$ cat config.mk
export PLATFORM = sky130hd
export DESIGN_NAME = store_buffer
export DESIGN_NICKNAME = d
export VERILOG_FILES = /design/src/rtl/mips_mem_pkg.sv /design/src/rtl/store_buffer_fwd_match.sv /design/src/rtl/store_buffer.sv
export SDC_FILE = /design/constraint.sdc
export NUM_CORES = 1
export LEC_CHECK = 0
export CORE_MARGIN = 2
export CORE_UTILIZATION = 67
export CTS_BUF_LIST = sky130_fd_sc_hd__clkbuf_4
export CTS_CLUSTER_SIZE = 8
export DETAILED_ROUTE_END_ITERATION = 10
export DONT_BUFFER_PORTS = 1
export PLACE_DENSITY = 0.91
export SLEW_MARGIN = 20
export SYNTH_ARGS = -nofsm -noshare
export SYNTH_HDL_FRONTEND = slang
export SYNTH_HIERARCHICAL = 1
export SYNTH_SLANG_ARGS = --single-unit
$ cat constraint.sdc
create_clock -name clk -period 4.51 [get_ports clk]
set_input_delay 0.902 -clock clk [delete_from_list [all_inputs] [get_ports clk]]
set_output_delay 0.902 -clock clk [all_outputs]
set_load 0.01 [all_outputs]
$ cat src/rtl/mips_mem_pkg.sv
// Shared memory-side parameters and the store-buffer entry layout.
// Imported by the store buffer and its forwarding search.
package mips_mem_pkg;

   localparam int SB_DEPTH = 4;
   localparam int DM_AW    = 10;
   localparam int DW       = 32;
   localparam int PC_W     = 32;

   typedef struct packed {
      logic [DM_AW-1:0] addr;
      logic [DW-1:0]    data;
      logic [PC_W-1:0]  pc;
   } sb_entry_t;

   function automatic int ptr_w(input int depth);
      return $clog2(depth);
   endfunction

endpackage

$ cat src/rtl/store_buffer_fwd_match.sv
// Youngest-match search over the queued stores, scanning from tail-1 back to head.
// The first valid address match in that order wins.
module sb_fwd_match #(
   parameter int DEPTH = 4,
   parameter int AW    = 10,
   parameter int DW    = 32
) (
   input  logic [AW-1:0]              addr [DEPTH],
   input  logic [DW-1:0]              data [DEPTH],
   input  logic [$clog2(DEPTH)-1:0]   tail,
   input  logic [$clog2(DEPTH):0]     count,
   input  logic [AW-1:0]              ld_addr,
   output logic                       hit,
   output logic [DW-1:0]              data_out
);
   import mips_mem_pkg::*;

   localparam int PW = ptr_w(DEPTH);
   localparam int CW = PW + 1;

   logic [PW-1:0] idx_s;

   // priority search: youngest valid entry with a matching address
   always_comb begin
      hit      = 1'b0;
      data_out = {DW{1'b0}};
      idx_s    = {PW{1'b0}};
      for (int i = 0; i < DEPTH; i++) begin
         idx_s = tail - PW'(1'b1) - PW'(i);
         if (!hit && (CW'(i) < count) && (addr[idx_s] == ld_addr)) begin
            hit      = 1'b1;
            data_out = data[idx_s];
         end else begin
            hit      = hit;
            data_out = data_out;
         end
      end
   end

endmodule

$ cat src/rtl/store_buffer.sv
// Store queue between the MEM stage and the single-port data memory.
// Stores retire one per cycle when no load owns the port; loads forward from the youngest queued store.
module store_buffer #(
   parameter int DEPTH = mips_mem_pkg::SB_DEPTH,
   parameter int AW    = mips_mem_pkg::DM_AW,
   parameter int DW    = mips_mem_pkg::DW
) (
   input  logic            clk,
   input  logic            reset,
   input  logic            st_valid,
   input  logic [AW-1:0]   st_addr,
   input  logic [DW-1:0]   st_data,
   input  logic [31:0]     st_pc,
   input  logic            ld_valid,
   input  logic [AW-1:0]   ld_addr,
   output logic [DW-1:0]   ld_data,
   output logic            stall,
   output logic            empty,
   output logic [AW-1:0]   dm_a,
   output logic [DW-1:0]   dm_wd,
   output logic            dm_we,
   output logic [31:0]     dm_pc,
   input  logic [DW-1:0]   dm_rd
);
   import mips_mem_pkg::*;

   localparam int PW = ptr_w(DEPTH);
   localparam int CW = PW + 1;

   logic [AW-1:0]  addr_r [DEPTH];
   logic [DW-1:0]  data_r [DEPTH];
   logic [31:0]    pc_r   [DEPTH];
   logic [PW-1:0]  head_r;
   logic [PW-1:0]  tail_r;
   logic [CW-1:0]  count_r;

   logic           full_s;
   logic           empty_s;
   logic           enq_s;
   logic           deq_s;
   logic           hit_s;
   logic [DW-1:0]  fwd_data_s;

   // occupancy and handshake decode; no drain in the reset cycle so pending stores never reach memory
   always_comb begin
      full_s  = (count_r == CW'(DEPTH));
      empty_s = (count_r == {CW{1'b0}});
      enq_s   = st_valid && !full_s;
      deq_s   = !empty_s && !ld_valid && !reset;
   end

   // head/tail pointers and entry count
   always_ff @(posedge clk) begin
      if (reset) begin
         head_r  <= {PW{1'b0}};
         tail_r  <= {PW{1'b0}};
         count_r <= {CW{1'b0}};
      end else begin
         if (enq_s) begin
            tail_r <= tail_r + PW'(1'b1);
         end
         if (deq_s) begin
            head_r <= head_r + PW'(1'b1);
         end
         case ({enq_s, deq_s})
            2'b10:   count_r <= count_r + CW'(1'b1);
            2'b01:   count_r <= count_r - CW'(1'b1);
            default: count_r <= count_r;
         endcase
      end
   end

   // entry storage, written at the tail on enqueue
   always_ff @(posedge clk) begin
      if (reset) begin
         for (int i = 0; i < DEPTH; i++) begin
            addr_r[i] <= {AW{1'b0}};
            data_r[i] <= {DW{1'b0}};
            pc_r[i]   <= 32'h0000_0000;
         end
      end else if (enq_s) begin
         addr_r[tail_r] <= st_addr;
         data_r[tail_r] <= st_data;
         pc_r[tail_r]   <= st_pc;
      end
   end

   sb_fwd_match #(
      .DEPTH (DEPTH),
      .AW    (AW),
      .DW    (DW)
   ) u_fwd (
      .addr     (addr_r),
      .data     (data_r),
      .tail     (tail_r),
      .count    (count_r),
      .ld_addr  (ld_addr),
      .hit      (hit_s),
      .data_out (fwd_data_s)
   );

   // memory port mux: a load owns the address, otherwise the head entry retires
   always_comb begin
      stall = st_valid && full_s;
      empty = empty_s;
      dm_we = deq_s;
      if (ld_valid) begin
         dm_a = ld_addr;
      end else if (empty_s) begin
         dm_a = {AW{1'b0}};
      end else begin
         dm_a = addr_r[head_r];
      end
      if (empty_s) begin
         dm_wd = {DW{1'b0}};
         dm_pc = 32'h0000_0000;
      end else begin
         dm_wd = data_r[head_r];
         dm_pc = pc_r[head_r];
      end
      if (hit_s) begin
         ld_data = fwd_data_s;
      end else begin
         ld_data = dm_rd;
      end
   end

endmodule

Word-level counts from Yosys, hierarchy flattened
Memory sizes are Yosys's and may differ from the RTL's. A register that Yosys moved wholly into a read port is not among the register bits.
Index checks and enable logic that the tools add are counted.

operators by class
  add/sub/neg operators = 8
  magnitude comparators = 11
  equal/unequal tests = 7
  multiplexer cells = 60
  bitwise operators = 6
  reductions and logical operators = 22

operators with widths
  operator             number
  $mux 32              19
  $bmux 32 s2          5
  $mux 10              13
  $bwmux 128           1
  $bmux 10 s2          5
  $demux 32 s2         1
  $bwmux 40            1
  $eq 10x10->1         4
  $reduce_or 32->1     1
  $demux 10 s2         1
  $ge 3x3->1 const B   6
  $not 2->3            6
  $logic_and 1x1->1    12
  $mux 1               10
  $logic_not 1->1      7
  $lt 1x3->1 const A   2
  $lt 2x3->1 const A   2
  $mux 2               3
  $pmux 3 s2           1
  $add 2x1->2 const B  2
  $sub 2x1->2 const B  2
  $sub 2x2->2 const B  2
  $add 3x1->3 const B  1
  $eq 3x3->1 const B   1
  6 further kinds      6

storage, ports and cells
  register bits after elaboration = 175
  memory bits (writable) = 128
  memories kept = 1

memories
  name  depth  bits a word  read ports  clocked after memory_dff  wr ports  line                text
  pc_r  4      32           1           1                         4         store_buffer.sv:32  logic [31:0] pc_r [DEPTH];

Depth between registers and ports, before layout
  word-level depth = 21
  mapped depth = 14
  gate-level depth less buffers = 9

By module
The synthesis kept the hierarchy.

modules (own cells, without submodules)
  module        times used  cells each  area each (µm²)  sequential area each (µm²)
  store_buffer  1           1136        14571.5          7387.1
  sb_fwd_match  1           636         4679.5           0.0

Worst setup path before layout
Ideal clock, no wire load.

  path kind = input-to-output
  start point = input port ld_addr[7]
  end point = output port ld_data[10]
  data arrival time = 3414 ps
  required time = 3608 ps
  setup slack = 194 ps
  cell stages on the path = 11
  path through = buf_1 o2bb2ai_1 nor4_1 o21ai_0 or3_4 buf_6 buf_6 or3b_2 clkbuf_1 buf_1 mux2_2

on the way
  longest elaborated chain between the ends = 16
  elaborated cells on any way between the ends = 23

ends and longest elaborated chain
  what                             line                          text
  from (decl)                      store_buffer.sv:15            input logic [AW-1:0] ld_addr,
  $eq 10x10->1                     store_buffer_fwd_match.sv:30  if (!hit && (CW'(i) < count) && (addr[idx_s] == ld_addr)) begin
  $logic_and 1x1->1                store_buffer_fwd_match.sv:30
  $mux 1                           store_buffer_fwd_match.sv:30
  $logic_not 1->1                  store_buffer_fwd_match.sv:30
  $logic_and 1x1->1 (2 in series)  store_buffer_fwd_match.sv:30
  $mux 1                           store_buffer_fwd_match.sv:30
  $logic_not 1->1                  store_buffer_fwd_match.sv:30
  $logic_and 1x1->1 (2 in series)  store_buffer_fwd_match.sv:30
  $mux 1                           store_buffer_fwd_match.sv:30
  $logic_not 1->1                  store_buffer_fwd_match.sv:30
  $logic_and 1x1->1 (2 in series)  store_buffer_fwd_match.sv:30
  $mux 1 *                         store_buffer_fwd_match.sv:30
  net hit_s                        store_buffer.sv:41            logic hit_s;
  $mux 32 *                        store_buffer.sv:121           if (hit_s) begin
  to (decl)                        store_buffer.sv:16            output logic [DW-1:0] ld_data,

Mark *: on every way through the listed nets, which the timed path passes. The rest lies on a longest branch.

Final worst setup path
  start point = register tail_r[1]
  end point = output port ld_data[10]

on the way
  longest elaborated chain between the ends = 21
  elaborated cells on any way between the ends = 55

ends and longest elaborated chain
  what                                         line                                                        text
  from (decl)                                  store_buffer.sv:34                                          logic [PW-1:0] tail_r;
  from (signal assigned)                       store_buffer.sv:56                                          tail_r <= {PW{1'b0}};
  from (signal assigned)                       store_buffer.sv:60                                          tail_r <= tail_r + PW'(1'b1);
  $sub 2x1->2 *                                store_buffer_fwd_match.sv:29                                idx_s = tail - PW'(1'b1) - PW'(i);
  $not 2->3 (implied by the code)              store_buffer_fwd_match.sv:30, store_buffer_fwd_match.sv:32
  $bmux 10 s2                                  store_buffer_fwd_match.sv:30
  $mux 10 (implied by the code) (2 in series)  store_buffer_fwd_match.sv:30
  $eq 10x10->1                                 store_buffer_fwd_match.sv:30
  $logic_and 1x1->1                            store_buffer_fwd_match.sv:30
  $mux 1                                       store_buffer_fwd_match.sv:30
  $logic_not 1->1                              store_buffer_fwd_match.sv:30
  (+3 left out)                                -
  $logic_not 1->1                              store_buffer_fwd_match.sv:30
  $logic_and 1x1->1 (2 in series)              store_buffer_fwd_match.sv:30
  $mux 1                                       store_buffer_fwd_match.sv:30
  $logic_not 1->1                              store_buffer_fwd_match.sv:30
  $logic_and 1x1->1 (2 in series)              store_buffer_fwd_match.sv:30
  $mux 32 *                                    store_buffer_fwd_match.sv:30
  net fwd_data_s[10]                           store_buffer.sv:42                                          logic [DW-1:0] fwd_data_s;
  $mux 32 *                                    store_buffer.sv:121

Mark *: on every way through the listed nets, which the timed path passes. The rest lies on a longest branch. The select of a mux whose other input is x is not followed.

==> impl_results.md <==
- Status: finished, violations left
- Violations in the final reports: setup timing
- Initial antenna violation count: 2
- Die H: 174 µm
- Max-slew violation count: 0
- Seq cells post-synth: 305
- Die Footprint: 0.0301 mm²
- Share of cells above drive strength 1: 27.3%
- Die width: 174 µm
- Period utilisation layout: 105%
- Post-synth EDFFs: 128
- Clk slew on worst S/H paths: 0.07 ns
- CTS tree: yes
- DP HPWL: 29600 µm
- Worst hold path class: in -> reg
- Most frequent cell after synthesis: mux2i_1
- Worst skew pair latency: 0.73 ns
- Max_slew headroom: 30.2%
- Post-Synthesis Cells: 1772
- Fin crit period: 4.74 ns
- Synth cell count leaders: mux2i_1 (292), nand2b_1 (211), dfxtp_1 (177), and2_1 (128), edfxtp_1 (128)
- Post-route setup slack: -0.228 ns
- Crit-path max FO: 10
- Pin count of the biggest net entering global routing: 228
- Max-cap viol count: 0
- # IOs: 229
- Top FF cell, synth: dfxtp_1
- Synth cell types: 66
- First-pass GRT wire length: 81800 µm
- Synth Net Count: 1898
- Initial Util: 67.6%
- Clk_skew: 0.0426 ns
- CTS Root Buffer Type: clkbuf_4
- Tightest Pin Transition: 1.05 ns
- CTS sink count: 305
- Placement Setup Slack: 0.130 ns
- H-Tree Depth: 3
- Power Density: 338 mW/mm²
- Vias per inst: 6.63
- GRT Residual Overflow: 0
- DR WL/cell: 23.7 µm
- Syn-to-layout area delta: 13.4%
- Synthesized area per cell: 10.9 µm²
- Synth Warn #: 6
- Clock Path Buffers: 3
- Fmax achieved: 211 MHz
- 1st-pass router iterations: 5
- Layout Nets: 1921
- Post-synth top area cell: edfxtp_1
- Critical path arrival: 3.84 ns
- Num CTS Buffers: 82
- Number of global-route vias before repair: 15.2k
- Dominant cells by area after synthesis: edfxtp_1 (20%), dfxtp_1 (18%), mux2i_1 (15%), mux4_2 (8.7%), nand2b_1 (6.9%)
- Final Hold Viols: 0
- Unrepaired setup endpoints after global routing: yes
- Sequential area share after synthesis: 38.4%
- Final core utilization: 76.7%
- Detailed-route DRC error count: 0
- Async set-reset flop share out of synthesis: 0%
- Hold bufs inserted after CTS: 0
- RePlAce Congestion: 0.928
- Row Count: 62
- Critical Path RT: 3.61 ns
- Synthesized area: 0.0193 mm²
- Worst setup SP type: flop
- Kind of critical path: reg -> out
- Final Setup Violations: 32
- Antenna-violating nets left: 0
- Worst Setup End Kind: output pin
- GRT Total Usage: 34.2%
- 1st-iter DRT viols: 1824
- P_leak: 0.00844 µW
- Synth top area share: 20.0%
- Vias: 14.9k
- Port Buffers: 0
- Core area: 0.0285 mm²
- Maximum VDD drop: 301 µV
- Post-Route WL: 53100 µm
==> critical path, cell delays in order, from the launching register on <==
cell	delay, ns
dfxtp_4	0.42
buf_4	0.15
buf_12	0.14
mux2i_4	0.26
xnor2_2	0.09
nor4_2	0.39
a21oi_1	0.09
or3_4	0.47
nand4_1	0.16
buf_4	0.15
buf_8	0.16
o32a_1	0.15
nand4_1	0.16
mux2_4	0.33
==> final timing paths <==
kind	start	to	slack, ns	cells past startpoint
worst max-delay path	tail_r[1]$_SDFFE_PP0P_	ld_data[10]	-0.23	13
worst min-delay path	reset	head_r[0]$_SDFFE_PP0P_	0.32	1
worst max register to register	tail_r[1]$_SDFFE_PP0P_	pc_r[2][30]$_SDFFCE_PN0P_	1.31	7
worst min register to register	data_r[40]$_SDFFE_PP0P_	data_r[40]$_SDFFE_PP0P_	0.50	2
==> layout by cell type (no fill, tap or decap), drive strengths merged, types with 4 or more instances in the layout <==
master and n:
nor4 25, ha 5, nand4 12, a222oi 7, a221oi 18, dfxtp 177, nand2 45, nand2b 211
o22ai 8, mux2i 295, nor3 16, edfxtp 128, inv 28, a21oi 54, nor2 64, a21o 14
a22o 10, xor2 24, or3 4, o221ai 24, mux2 87, and2 128, mux4 74, nand3 18
o21ai 12, xnor2 23, buf 92, nor2b 65, clkbuf 125, nor3b 8, a31oi 9, clkinv 16
==> layout make-up <==
type                    instances  area [µm²]
clock buffers                 125         938
diodes                          2        5.00
clock inverters                22         135
flip-flops and latches        305        7400
fillers                      1679        6630
inverters                      25        93.8
repair buffers                 93        1050
multi-input cells            1288       11700
well taps                     384         480
==> power by group <==
| part | leakage, µW | switching, µW | internal (µW) |
|---|---|---|---|
| sequential | 0.00277 | 165 | 3050 |
| combinational | 0.00503 | 909 | 686 |
| clock | 0.000638 | 1240 | 1330 |
| total | 0.00844 | 2310 | 5060 |
==> through the flow <==
step	std cells	hold slack, ns	area (µm²)	TNS [ns]	total power [µW]
2_1_floorplan	1772	0.466	19300	0	4420
3_3_place_gp	2035	0.479	19300	-0.0148	4660
3_5_place_dp	2036	0.490	19300	0	4710
4_1_cts	2232	0.244	21600	-4.48	7320
5_1_grt	2243	0.224	21800	-9.21	7660
6_report	2244	0.316	21800	-5.23	7370
==> state kept, by name (all words and copies together), names as in the netlist, named ones only <==
register  flops
head_r        2
tail_r        2
addr_r       40
count_r       3
pc_r        128
data_r      128
==> routing by layer <==
| layer | GRT usage [%] | part of all wire [%] | vias to the layer above |
|---|---|---|---|
| met5 | 0 | 0 | - |
| met4 | 18.2 | 4.5 | 0 |
| met3 | 9.50 | 11 | 215 |
| met2 | 55.4 | 48 | 938 |
| met1 | 41.8 | 37 | 7215 |
| li1 | - | - | 6510 |
==> cells by family after synthesis <==
kind of cell               after synthesis  share of synthesized area [%]
DFF                                    305                           38.4
muxes                                  456                           29.2
AOI/OAI and AO/OA                      169                           6.19
buffers and inverters                  179                           4.74
xor gates and xnor gates                47                           2.14
adders and majority gates                6                          0.429
and+or+nand+nor                        610                           18.9
==> what timing repair did <==
item	CTS	global route
gates resized for setup	135	54
cloned	8	0
setup buffers	42	17
pin swaps	28	25
endpoints found under the setup margin	32	32
(Power assumes the default switching activity.)
